===== src/rtl/alarm_pkg.sv =====
// Shared definitions for the alarm sequencer: state encoding, counter geometry
// and the preload helper for the shared 10-bit up-counter.
package alarm_pkg;

    localparam int unsigned CNT_WIDTH = 10;
    localparam logic [CNT_WIDTH-1:0] CNT_MAX = '1;

    typedef enum logic [2:0] {
        ST_DISARMED = 3'd0,
        ST_EXIT     = 3'd1,
        ST_ARMED    = 3'd2,
        ST_ENTRY    = 3'd3,
        ST_ALARM    = 3'd4
    } alarm_state_e;

    // The counter counts up and expires at CNT_MAX, so preloading 1024-D gives
    // D ticks; a delay of 0 wraps to a preload of 0, i.e. 1024 ticks.
    function automatic logic [CNT_WIDTH-1:0] preload(input logic [CNT_WIDTH-1:0] delay);
        logic [CNT_WIDTH:0] full;
        full = {1'b1, {CNT_WIDTH{1'b0}}} - {1'b0, delay};
        return full[CNT_WIDTH-1:0];
    endfunction

endpackage


===== src/rtl/alarm_tick_gen.sv =====
// Timebase prescaler: counts 0..TICK_DIV-1 and emits a one-cycle tick on wrap.
// A clear restarts the count so the first tick after a counter load is a full period.
module alarm_tick_gen #(
    parameter int unsigned TICK_DIV = 50000000
) (
    input  logic clock50,
    input  logic Mr_n,
    input  logic clear,
    output logic tick
);

    localparam int unsigned PW = (TICK_DIV > 1) ? $clog2(TICK_DIV) : 1;
    localparam logic [PW-1:0] LAST = PW'(TICK_DIV - 1);

    logic [PW-1:0] count;

    assign tick = (count == LAST) && !clear;

    always_ff @(posedge clock50 or negedge Mr_n) begin
        if (!Mr_n) begin
            count <= '0;
        end else if (clear || (count == LAST)) begin
            count <= '0;
        end else begin
            count <= count + PW'(1);
        end
    end

endmodule


===== src/rtl/alarm_timer_ctrl.sv =====
// Alarm arm/disarm sequencer driving the shared loadable up-counter used for
// the exit, entry and siren delays; expiry is detected from the counter's Qout.
module alarm_timer_ctrl
    import alarm_pkg::*;
#(
    parameter int unsigned TICK_DIV    = 50000000,
    parameter int unsigned EXIT_DELAY  = 30,
    parameter int unsigned ENTRY_DELAY = 20,
    parameter int unsigned SIREN_TIME  = 180
) (
    input  logic                 clock50,
    input  logic                 Mr_n,
    input  logic                 arm_req,
    input  logic                 disarm_req,
    input  logic                 sensor_trip,
    input  logic                 panic,
    input  logic [CNT_WIDTH-1:0] cnt_qout,
    output logic                 cnt_load_en,
    output logic [CNT_WIDTH-1:0] cnt_load_value,
    output logic                 cnt_en,
    output logic [2:0]           state_o,
    output logic                 armed,
    output logic                 siren,
    output logic                 beeper
);

    localparam logic [CNT_WIDTH-1:0] EXIT_LOAD  = preload(CNT_WIDTH'(EXIT_DELAY));
    localparam logic [CNT_WIDTH-1:0] ENTRY_LOAD = preload(CNT_WIDTH'(ENTRY_DELAY));
    localparam logic [CNT_WIDTH-1:0] SIREN_LOAD = preload(CNT_WIDTH'(SIREN_TIME));

    alarm_state_e         state;
    alarm_state_e         state_nx;
    logic                 tick;
    logic                 timed_state;
    logic                 expiry;
    logic                 load_nx;
    logic [CNT_WIDTH-1:0] load_value_nx;

    alarm_tick_gen #(
        .TICK_DIV(TICK_DIV)
    ) u_tick_gen (
        .clock50(clock50),
        .Mr_n   (Mr_n),
        .clear  (cnt_load_en),
        .tick   (tick)
    );

    assign timed_state = (state == ST_EXIT) || (state == ST_ENTRY) || (state == ST_ALARM);
    assign cnt_en      = tick && timed_state && !cnt_load_en;
    // cnt_en is low during the load cycle, so a stale Qout can never expire.
    assign expiry      = cnt_en && (cnt_qout == CNT_MAX);
    assign state_o     = state;

    always_comb begin
        state_nx = state;
        if (disarm_req) begin
            state_nx = ST_DISARMED;
        end else if (panic && (state != ST_ALARM)) begin
            state_nx = ST_ALARM;
        end else if (expiry) begin
            case (state)
                ST_EXIT:  state_nx = ST_ARMED;
                ST_ENTRY: state_nx = ST_ALARM;
                ST_ALARM: state_nx = ST_ARMED;
                default:  state_nx = state;
            endcase
        end else begin
            case (state)
                ST_DISARMED: if (arm_req)     state_nx = ST_EXIT;
                ST_ARMED:    if (sensor_trip) state_nx = ST_ENTRY;
                default:     state_nx = state;
            endcase
        end
    end

    always_comb begin
        load_value_nx = '0;
        case (state_nx)
            ST_EXIT:  load_value_nx = EXIT_LOAD;
            ST_ENTRY: load_value_nx = ENTRY_LOAD;
            ST_ALARM: load_value_nx = SIREN_LOAD;
            default:  load_value_nx = '0;
        endcase
        load_nx = (state_nx != state) &&
                  ((state_nx == ST_EXIT) || (state_nx == ST_ENTRY) || (state_nx == ST_ALARM));
    end

    always_ff @(posedge clock50 or negedge Mr_n) begin
        if (!Mr_n) begin
            state          <= ST_DISARMED;
            cnt_load_en    <= 1'b0;
            cnt_load_value <= '0;
            armed          <= 1'b0;
            siren          <= 1'b0;
            beeper         <= 1'b0;
        end else begin
            state       <= state_nx;
            cnt_load_en <= load_nx;
            if (load_nx) begin
                cnt_load_value <= load_value_nx;
            end
            armed  <= (state_nx == ST_ARMED) || (state_nx == ST_ENTRY) || (state_nx == ST_ALARM);
            siren  <= (state_nx == ST_ALARM);
            beeper <= (state_nx == ST_EXIT) || (state_nx == ST_ENTRY);
        end
    end

endmodule


===== config.mk =====
export PLATFORM = sky130hd
export DESIGN_NAME = alarm_timer_ctrl
export DESIGN_NICKNAME = d
export VERILOG_FILES = /design/src/rtl/alarm_pkg.sv /design/src/rtl/alarm_tick_gen.sv /design/src/rtl/alarm_timer_ctrl.sv
export SDC_FILE = /design/constraint.sdc
export NUM_CORES = 1
export LEC_CHECK = 0
export CORE_MARGIN = 2
export CORE_UTILIZATION = 47
export CTS_CLUSTER_DIAMETER = 60
export CTS_CLUSTER_SIZE = 10
export DETAILED_ROUTE_END_ITERATION = 10
export PLACE_DENSITY = 0.84
export REMOVE_ABC_BUFFERS = 1
export SYNTH_ARGS = -nofsm -noshare
export SYNTH_HDL_FRONTEND = slang
export SYNTH_SLANG_ARGS = --single-unit

===== constraint.sdc =====
create_clock -name clock50 -period 5.3 [get_ports clock50]
set_input_delay 1.325 -clock clock50 [delete_from_list [all_inputs] [get_ports clock50]]
set_output_delay 1.325 -clock clock50 [all_outputs]
set_load 0.05 [all_outputs]

# After elaboration in Yosys (flattened, before gate mapping)
# Cells that the tools add are included.
[totals]
input_bits = 16
output_inout_bits = 18
wordCells = 45
regBits = 43
[op_classes]
addsub = 1
n_eq_ne = 12
muxes = 9
n_reduce_logical = 16
[ops]
columns = ["op", "n"]
rows = [
  ["$pmux W10 S3", 1],
  ["$add A26 B1 Y26 const B", 1],
  ["$eq A26 B26 Y1 const B", 1],
  ["$mux W26", 1],
  ["$mux W3", 5],
  ["$eq A3 B2 Y1 const B", 4],
  ["$pmux W3 S2", 2],
  ["$eq A10 B10 Y1 const B", 1],
  ["$logic_or A1 B1 Y1", 7],
  ["$eq A3 B1 Y1 const B", 2],
  ["$eq A3 B3 Y1 const B", 2],
  ["$logic_and A1 B1 Y1", 6],
  ["$logic_not A3 Y1", 1],
  ["$ne A3 B3 Y1", 1],
  ["$ne A3 B3 Y1 const B", 1],
  ["$reduce_or A2 Y1", 1],
  ["$logic_not A1 Y1", 1],
]

# Longest topological paths before layout
# Gate-level depths: netlist (run 1).
[logic_depth]
ltp_word = 13
mapped_depth = 8
ltp_nobuf = 7

# Cells and area by module
# From an unflattened synthesis (run 1), not the netlist that was laid out.
[hier_totals]
hier_cells = 235
area_unflattened_um2 = 2282.2
[modules_own_cells]
columns = ["module", "cells_per_inst", "area_each_um2", "n_inst", "seq_area_each_um2"]
rows = [
  ["alarm_tick_gen", 157, 1470.2, 1, 650.6],
  ["alarm_timer_ctrl", 78, 812.0, 1, 275.3],
]

# Worst setup path after synthesis (run 1)
# OpenSTA, ideal clock, no wires.
[synth_path]
path_type = "register to output"
startpoint = "reg state[2] (netlist: state_o[2])"
endpoint = "out cnt_en"
path_slack_ns = 2.092
arrival_time_ns = 1.883
path_stages_with_launch = 5
required_ns = 3.975
path_buffers = 1
path_cell_list = "dfrtp_1 > clkbuf_1 > nor3b_1 > o21bai_1 > nor2_1"
[synth_between]
elab_chain_len = 5
elab_cells_between_ends = 7
classes_between = "3 x eq/ne; 4 x reduce/logical"
[synth_rtl]
columns = ["item", "line", "text"]
rows = [
  ["start: declaration", "alarm_timer_ctrl.sv:31", "alarm_state_e state;"],
  ["start signal: assignment", "alarm_timer_ctrl.sv:97", "state <= state_nx;"],
  ["$eq A3 B1 Y1 or $eq A3 B2 Y1 (tied branches)", "alarm_timer_ctrl.sv:48", "assign timed_state = (state == ST_EXIT) || (state == ST_ENTRY) || (state == ST_ALARM);"],
  ["$logic_or A1 B1 Y1", "alarm_timer_ctrl.sv:48", ""],
  ["$logic_or A1 B1 Y1 (*)", "alarm_timer_ctrl.sv:48", ""],
  ["$logic_and A1 B1 Y1 (*) (2 in series)", "alarm_timer_ctrl.sv:49", "assign cnt_en = tick && timed_state && !cnt_load_en;"],
  ["end: declaration", "alarm_timer_ctrl.sv:20", "output logic cnt_en,"],
]
# Mark *: on every way between the ends. The rest lies on a longest branch, timed or not.

# Worst setup path in the final report (run 1)
[layout_path]
startpoint = "reg u_tick_gen.count[9]"
endpoint = "out cnt_en"
[layout_between]
elab_chain_len = 4
[layout_rtl]
columns = ["item", "line", "text"]
rows = [
  ["start: declaration", "alarm_tick_gen.sv:15", "logic [PW-1:0] count;"],
  ["start signal: assignment", "alarm_tick_gen.sv:25", "count <= count + PW'(1);"],
  ["$eq A26 B26 Y1", "alarm_tick_gen.sv:17", "assign tick = (count == LAST) && !clear;"],
  ["$logic_and A1 B1 Y1", "alarm_tick_gen.sv:17", ""],
  ["$logic_and A1 B1 Y1 (2 in series)", "alarm_timer_ctrl.sv:49", ""],
]
# No other way between the ends.

==> results by group, run 1 <==
Status
  • Status: completed

Clocking
  • Clk_lat worst skew: 0.29 ns
  • CTS Buf Count: 5
  • H-tree depth: 2
  • Post-CTS Setup Inserts: 0
  • CTS Hold Buffers Added: 0
  • Root buf cell: clkbuf_8
  • Clk sinks: 37
  • CTS tree: built
  • Clk buf depth: 2
  • Clock slew at reported path FFs: approximately 0.08 ns
  • CTS resizes: 0

Synth
  • Yosys reg bits: 37
  • Register area share after synthesis: 46.34%
  • YS warnings: 0
  • Synth top area share: between 40% and 50%
  • Avg Cell Area, Syn: roughly 9.3 um^2
  • Commonest cells in the netlist: dfrtp_1, nor2_1, nand2_1
  • Post-synth EDFFs: 0
  • Synth area leader: dfrtp_1
  • Synth Cell Area: around 2000 um^2
  • Ys flop type: dfrtp_1
  • Post-synthesis async set-or-reset flop share: 100.0%
  • Netlist cell types: 49
  • Top post-synthesis cells by area: dfrtp_1, xor2_1, nor2_1, nand2_1, nand4_1
  • Most numerous cell in the Yosys netlist: dfrtp_1
  • Syn Inst Count: 215

Floorplan
  • Num rows: 23
  • Die Width: 69.20 um
  • CORE AREA: 4058 um^2
  • Chip Height: 69.20 um
  • Die area: 4789 um^2
  • Initial Util: 49.24%
  • I/O Pins: 34

Power and ir drop
  • Switching share of total power: 33.20%
  • Combinational power share: 24.1%
  • Lkg Pwr: 0.9975 nW
  • Register share of total power: 47.9%
  • Int Pwr: 0.0004680 W
  • Clk pwr share: roughly 28%
  • P per Cell Area: a little under 300 nW/um^2
  • Maximum VDD drop: 169.6 uV
  • Power consumption: 0.0007005 W
  • Net Switching: between 0.0002 and 0.00025 W

Place
  • Post-Place Cells: 285
  • IO Port Bufs: 31
  • RePlAce Congestion: 0.8094
  • Detailed Place HPWL: 2867 um

Timing
  • Final setup TNS: 0 ns
  • Final setup vio count: 0
  • Slew @ Worst Pin: 0.9520 ns
  • Hold Violations, Final: 0
  • Max transition margin: 36.53%
  • Pins Over Slew Limit: 0
  • Worst clock skew: 0.008626 ns
  • Fin crit share: 72.46%
  • Fin crit period: approximately 3.8 ns
  • Fmax: 0.2604 GHz
  • Final hold slack: 0.4913 ns
  • RSZ-0062 raised after global routing: false

Critical path
  • Worst-path fanout max: 4
  • Reg2reg path depth: 6
  • Critical-path cell list: or4b_4, nor3_1, nand2_1, nor2_1, clkdlybuf4s50_1
  • Worst EP arrival: 2.52 ns
  • Setup CP Type: flop to output port
  • CP Launch Type: flop
  • Crit-path max cell delay: 0.80 ns
  • Critical Path RT: 3.97 ns
  • Crit. End Element: output port
  • Slowest stage cell, crit path: clkdlybuf4s50_1
  • Bufs and invs on worst path: 1
  • CP Depth: 5
  • Crit path max-delay family: simple AND/OR/NAND/NOR gates

Min path
  • Min-delay worst type: flop to flop
  • WHS Path Cells: 1

Finish
  • # fillers: 355
  • Diodes inserted: 0
  • Layout cells sized above 1: 7.819%
  • Area Growth Syn to Fin: 19.35%
  • Fin util: 58.77%
  • Post-route insts no fill: ~290
  • Final Net Count: 259

Drt
  • WL final: 4000 um
  • 1st-iter DRT viols: 111
  • Avg Vias per Cell: ~5.6
  • DRC viols: 0
  • DR pass1 iterations: 4
  • Vias: around 1,600
  • Post-detailed-route wirelength per cell: between 10 and 15 um
  • Antenna-violating nets left: 0

Run
  • # Max-Cap Violations: 0

GRT
  • Global-route wire length before repair: 6644 um
  • Gr usage total: around 17%
  • Initial antenna violation count: 0
  • GR Overflow Total: 0
  • Pin count of the biggest net entering global routing: 38
  • Vias in the first global route: ~1,500
==> stage by stage <==
step                      setup slack (ns)  area, um^2
after floorplan                      2.093        1926
after global placement               1.793        2293
after detailed placement             1.705        2293
after CTS                            1.460        2385
after global routing                 1.301        2385
final                                1.460        2385
==> layer usage <==
metal,GRT usage (%),routed length [um],vias to the layer above
li1,-,-,797
met1,20.55,1812,776
met2,28.95,1906,51
met3,4.942,234,4
met4,6.754,46,0
met5,0,0,-
==> layout make-up <==
| type | instances | area [um^2] | share of cell area [%] |
|---|---|---|---|
| inverters | 5 | 18.77 | 0.7870 |
| repair buffers | 31 | 305.3 | 12.80 |
| well taps | 50 | 62.56 | 2.623 |
| flip-flops and latches | 37 | 925.9 | 38.82 |
| clock inverters | 3 | 22.52 | 0.9444 |
| multi-input cells | 162 | 980.9 | 41.13 |
| clock buffers | 5 | 68.82 | 2.886 |
==> path summary, 6_finish.rpt <==
check | start | to | slack, ns
worst min-delay path | u_tick_gen.count[0] | u_tick_gen.count[0] | 0.49
min in group asynchronous | Mr_n | u_tick_gen.count[0] | 1.11
worst min register to register | u_tick_gen.count[0] | u_tick_gen.count[0] | 0.49
max in group asynchronous | Mr_n | state_o[0] | 3.67
worst max register to register | u_tick_gen.count[9] | cnt_load_value[7] | 2.86
worst max-delay path | u_tick_gen.count[9] | cnt_en | 1.46
==> cells in the final DEF, fill, tap and decap left out, types with 6 or more instances in the layout <==
cell type	Yosys	routed
xor2_1	16	16
clkdlybuf4s50_1	0	30
a21oi_1	9	9
o21ai_0	7	7
nand4_1	11	11
nand2_1	19	19
and3_1	6	6
or3_1	7	7
nor2_1	32	32
dfrtp_1	37	37
==> flip-flops by register name, indices dropped and copies added, names as in the netlist <==
register,count
armed,1
state_o,3
beeper,1
u_tick_gen.count,26
cnt_load_value,4
siren,1
cnt_load_en,1
==> cell families after synthesis <==
kind of cell	synth area share [%]
AOI/OAI and AO/OA	8.454
xor gates and xnor gates	8.328
adders and majority gates	0.6261
buffers and inverters	4.758
DFF	46.34
muxes	0.5635
other	0.1877
and+or+nand+nor	30.75
==> power groups by stage <==
stage               registers, W   logic, W  clock network [W]
finish                  0.000336   0.000169           0.000196
detailed placement      0.000341   0.000171                  0
global placement        0.000340   0.000167                  0
CTS                     0.000336   0.000171           0.000201
floorplan               0.000388  0.0000610                  0
global route            0.000340   0.000182           0.000216
Note: power is estimated with default switching activity, not from simulation.
==> inputs of run 2 (changes only) <==
- PLACE_DENSITY: 0.84 -> 0.87
- clock period: 5.3 -> 3.1 ns (I/O delays scaled with it)
==> run 2 against run 1 <==
Combinational power grew 75%. Global-route usage grew 0.93 points. Sequential power rose by 71%. Routed wire length grew 2.8%. Clock power grew 72%. Via count about the same. Core utilization up 0.31 points. Worst hold slack improved by 0.00058 ns. First-iteration DRC count rose by 17%. Non-clock buffer count rose by 2. Power grew 72%. Die area unchanged. Largest cell class unchanged.
==> results by group, run 2 (synthesis gave the netlist of run 1 again) <==
Clocking
  • H-tree depth: 2 (unchanged)
  • Clock slew at reported path FFs: 0.07 ns (about the same)
  • Root buf cell: clkbuf_8
  • CTS tree: built
  • Post-CTS Setup Inserts: 0 (unchanged)
  • Clk sinks: 37 (unchanged)
  • Clk_lat worst skew: 0.29 ns (about the same)
  • Clk buf depth: 2 (unchanged)
  • CTS resizes: 0 (unchanged)
  • CTS Hold Buffers Added: 0 (unchanged)
  • CTS Buf Count: 5 (unchanged)

Critical path
  • Critical Path RT: 2.32 ns (-1.65 ns)
  • Worst EP arrival: 1.99 ns (-0.53 ns)
  • Setup CP Type: flop to output port
  • CP Launch Type: flop
  • Crit. End Element: output port
  • Worst-path fanout max: 4 (unchanged)

Floorplan
  • Die area: 4789 um^2 (unchanged)
  • Die Width: 69.20 um (unchanged)
  • Num rows: 23 (unchanged)
  • CORE AREA: 4058 um^2 (unchanged)
  • Chip Height: 69.20 um (unchanged)
  • I/O Pins: 34 (unchanged)
  • Initial Util: 49.24% (unchanged)

Power and ir drop
  • Lkg Pwr: 1.018 nW (+2.0%)
  • Power consumption: 0.001207 W (+72%)
  • Maximum VDD drop: 287.3 uV (+69%)
  • P per Cell Area: 503.6 nW/um^2 (+71%)

Timing
  • Hold Violations, Final: 0 (unchanged)
  • RSZ-0062 raised after global routing: false
  • Final setup vio count: 0 (unchanged)
  • Slew @ Worst Pin: 0.5997 ns (-0.3523 ns)
  • Fmax: 0.3617 GHz
  • Pins Over Slew Limit: 0 (unchanged)
  • Fin crit period: between 2 and 3 ns
  • Worst clock skew: 0.005749 ns (-0.002877 ns)
  • Max transition margin: 59.47% (+23 points)
  • Fin crit share: 89.19%
  • Final setup TNS: 0 ns (unchanged)
  • Final hold slack: 0.4919 ns (+0.0005780 ns)

Drt
  • WL final: 4111 um (+2.8%)
  • DR pass1 iterations: 4 (unchanged)
  • Post-detailed-route wirelength per cell: 13.98 um (+2.4%)
  • Avg Vias per Cell: 5.534 (-0.40%)
  • Vias: 1,627 (-0.061%)
  • DRC viols: 0 (unchanged)
  • Antenna-violating nets left: 0 (unchanged)
  • 1st-iter DRT viols: 130 (+17%)

GRT
  • Vias in the first global route: 1,569 (+2.5%)
  • Gr usage total: 18.06% (+0.93 points)
  • GR Overflow Total: 0 (unchanged)
  • Global-route wire length before repair: 6969 um (+4.9%)
  • Initial antenna violation count: 0 (unchanged)
  • Pin count of the biggest net entering global routing: 38 (unchanged)

Run
  • # Max-Cap Violations: 0 (unchanged)

Place
  • Area post-placement: 2311 um^2 (+0.76%)
  • Detailed Place HPWL: 2938 um (+2.5%)
  • IO Port Bufs: 31 (unchanged)
  • RePlAce Congestion: 0.8957 (+11%)

Finish
  • Most common cell after layout, fill and taps aside: dfrtp_1
  • Biggest register: u_tick_gen.count
  • Max reg flops: 26 (unchanged)
  • Finished Cell Area: 2397 um^2 (+0.52%)
  • Layout cells sized above 1: 7.787% (-0.032 points)
  • Final Net Count: 261 (+0.77%)
  • Diodes inserted: 0 (unchanged)
  • Commonest non-fill, non-tap cells in the layout: dfrtp_1, nor2_1, clkdlybuf4s50_1
  • Fin util: 59.08% (+0.31 points)
  • Area Growth Syn to Fin: 19.98%

Status
  • Status: completed

Min path
  • Min-delay worst type: flop to flop
==> run 2: layout make-up <==
cell class	count	area, um^2
fill	355	1660
multi-input combinational	162	980.9
sequential	37	925.9
timing repair buffer	33	322.8
clock buffer	7	86.33
tap	50	62.56
inverter	5	18.77
==> run 2: path summary, 6_finish.rpt <==
path / startpoint / endpoint / slack (ns) / cells past startpoint
min in group asynchronous: Mr_n / armed / 0.89 / 2
setup / recovery: u_tick_gen.count[9] / cnt_en / 0.34 / 5
hold reg to reg: u_tick_gen.count[0] / u_tick_gen.count[0] / 0.49 / 1
hold / removal: u_tick_gen.count[0] / u_tick_gen.count[0] / 0.49 / 1
max in group asynchronous: Mr_n / u_tick_gen.count[19] / 1.87 / 2
setup reg to reg: u_tick_gen.count[9] / cnt_load_value[7] / 0.69 / 6
==> run 2: metrics by stage <==
step                setup WS [ns]  instances
global placement           0.1714        287
CTS                        0.3371        294
floorplan                  0.4431        204
finish                     0.3351        294
global route               0.2257        294
detailed placement        0.09216        287
==> run 2: power by group <==
part	total [W]	internal [W]	switching (W)	leakage [nW]
Combinational	0.000295	0.000115	0.000180	0.481
Sequential	0.000575	0.000532	0.0000437	0.492
Clock	0.000337	0.000176	0.000161	0.0443
==> run 2: layer usage <==
layer	GRT usage (%)	vias to the layer above	wire length [um]
met1	21.61	779	1820
met4	10.02	0	117
li1	-	805	-
met2	29.06	34	1985
met5	0	-	0
met3	5.378	9	188
==> run 2: worst max-delay path: stages, from the launching register on <==
cell and delay, ns:
dfrtp_1 0.43, or4b_4 0.57, nor3_1 0.25, nand2_1 0.12, nor2_1 0.11, buf_4 0.20
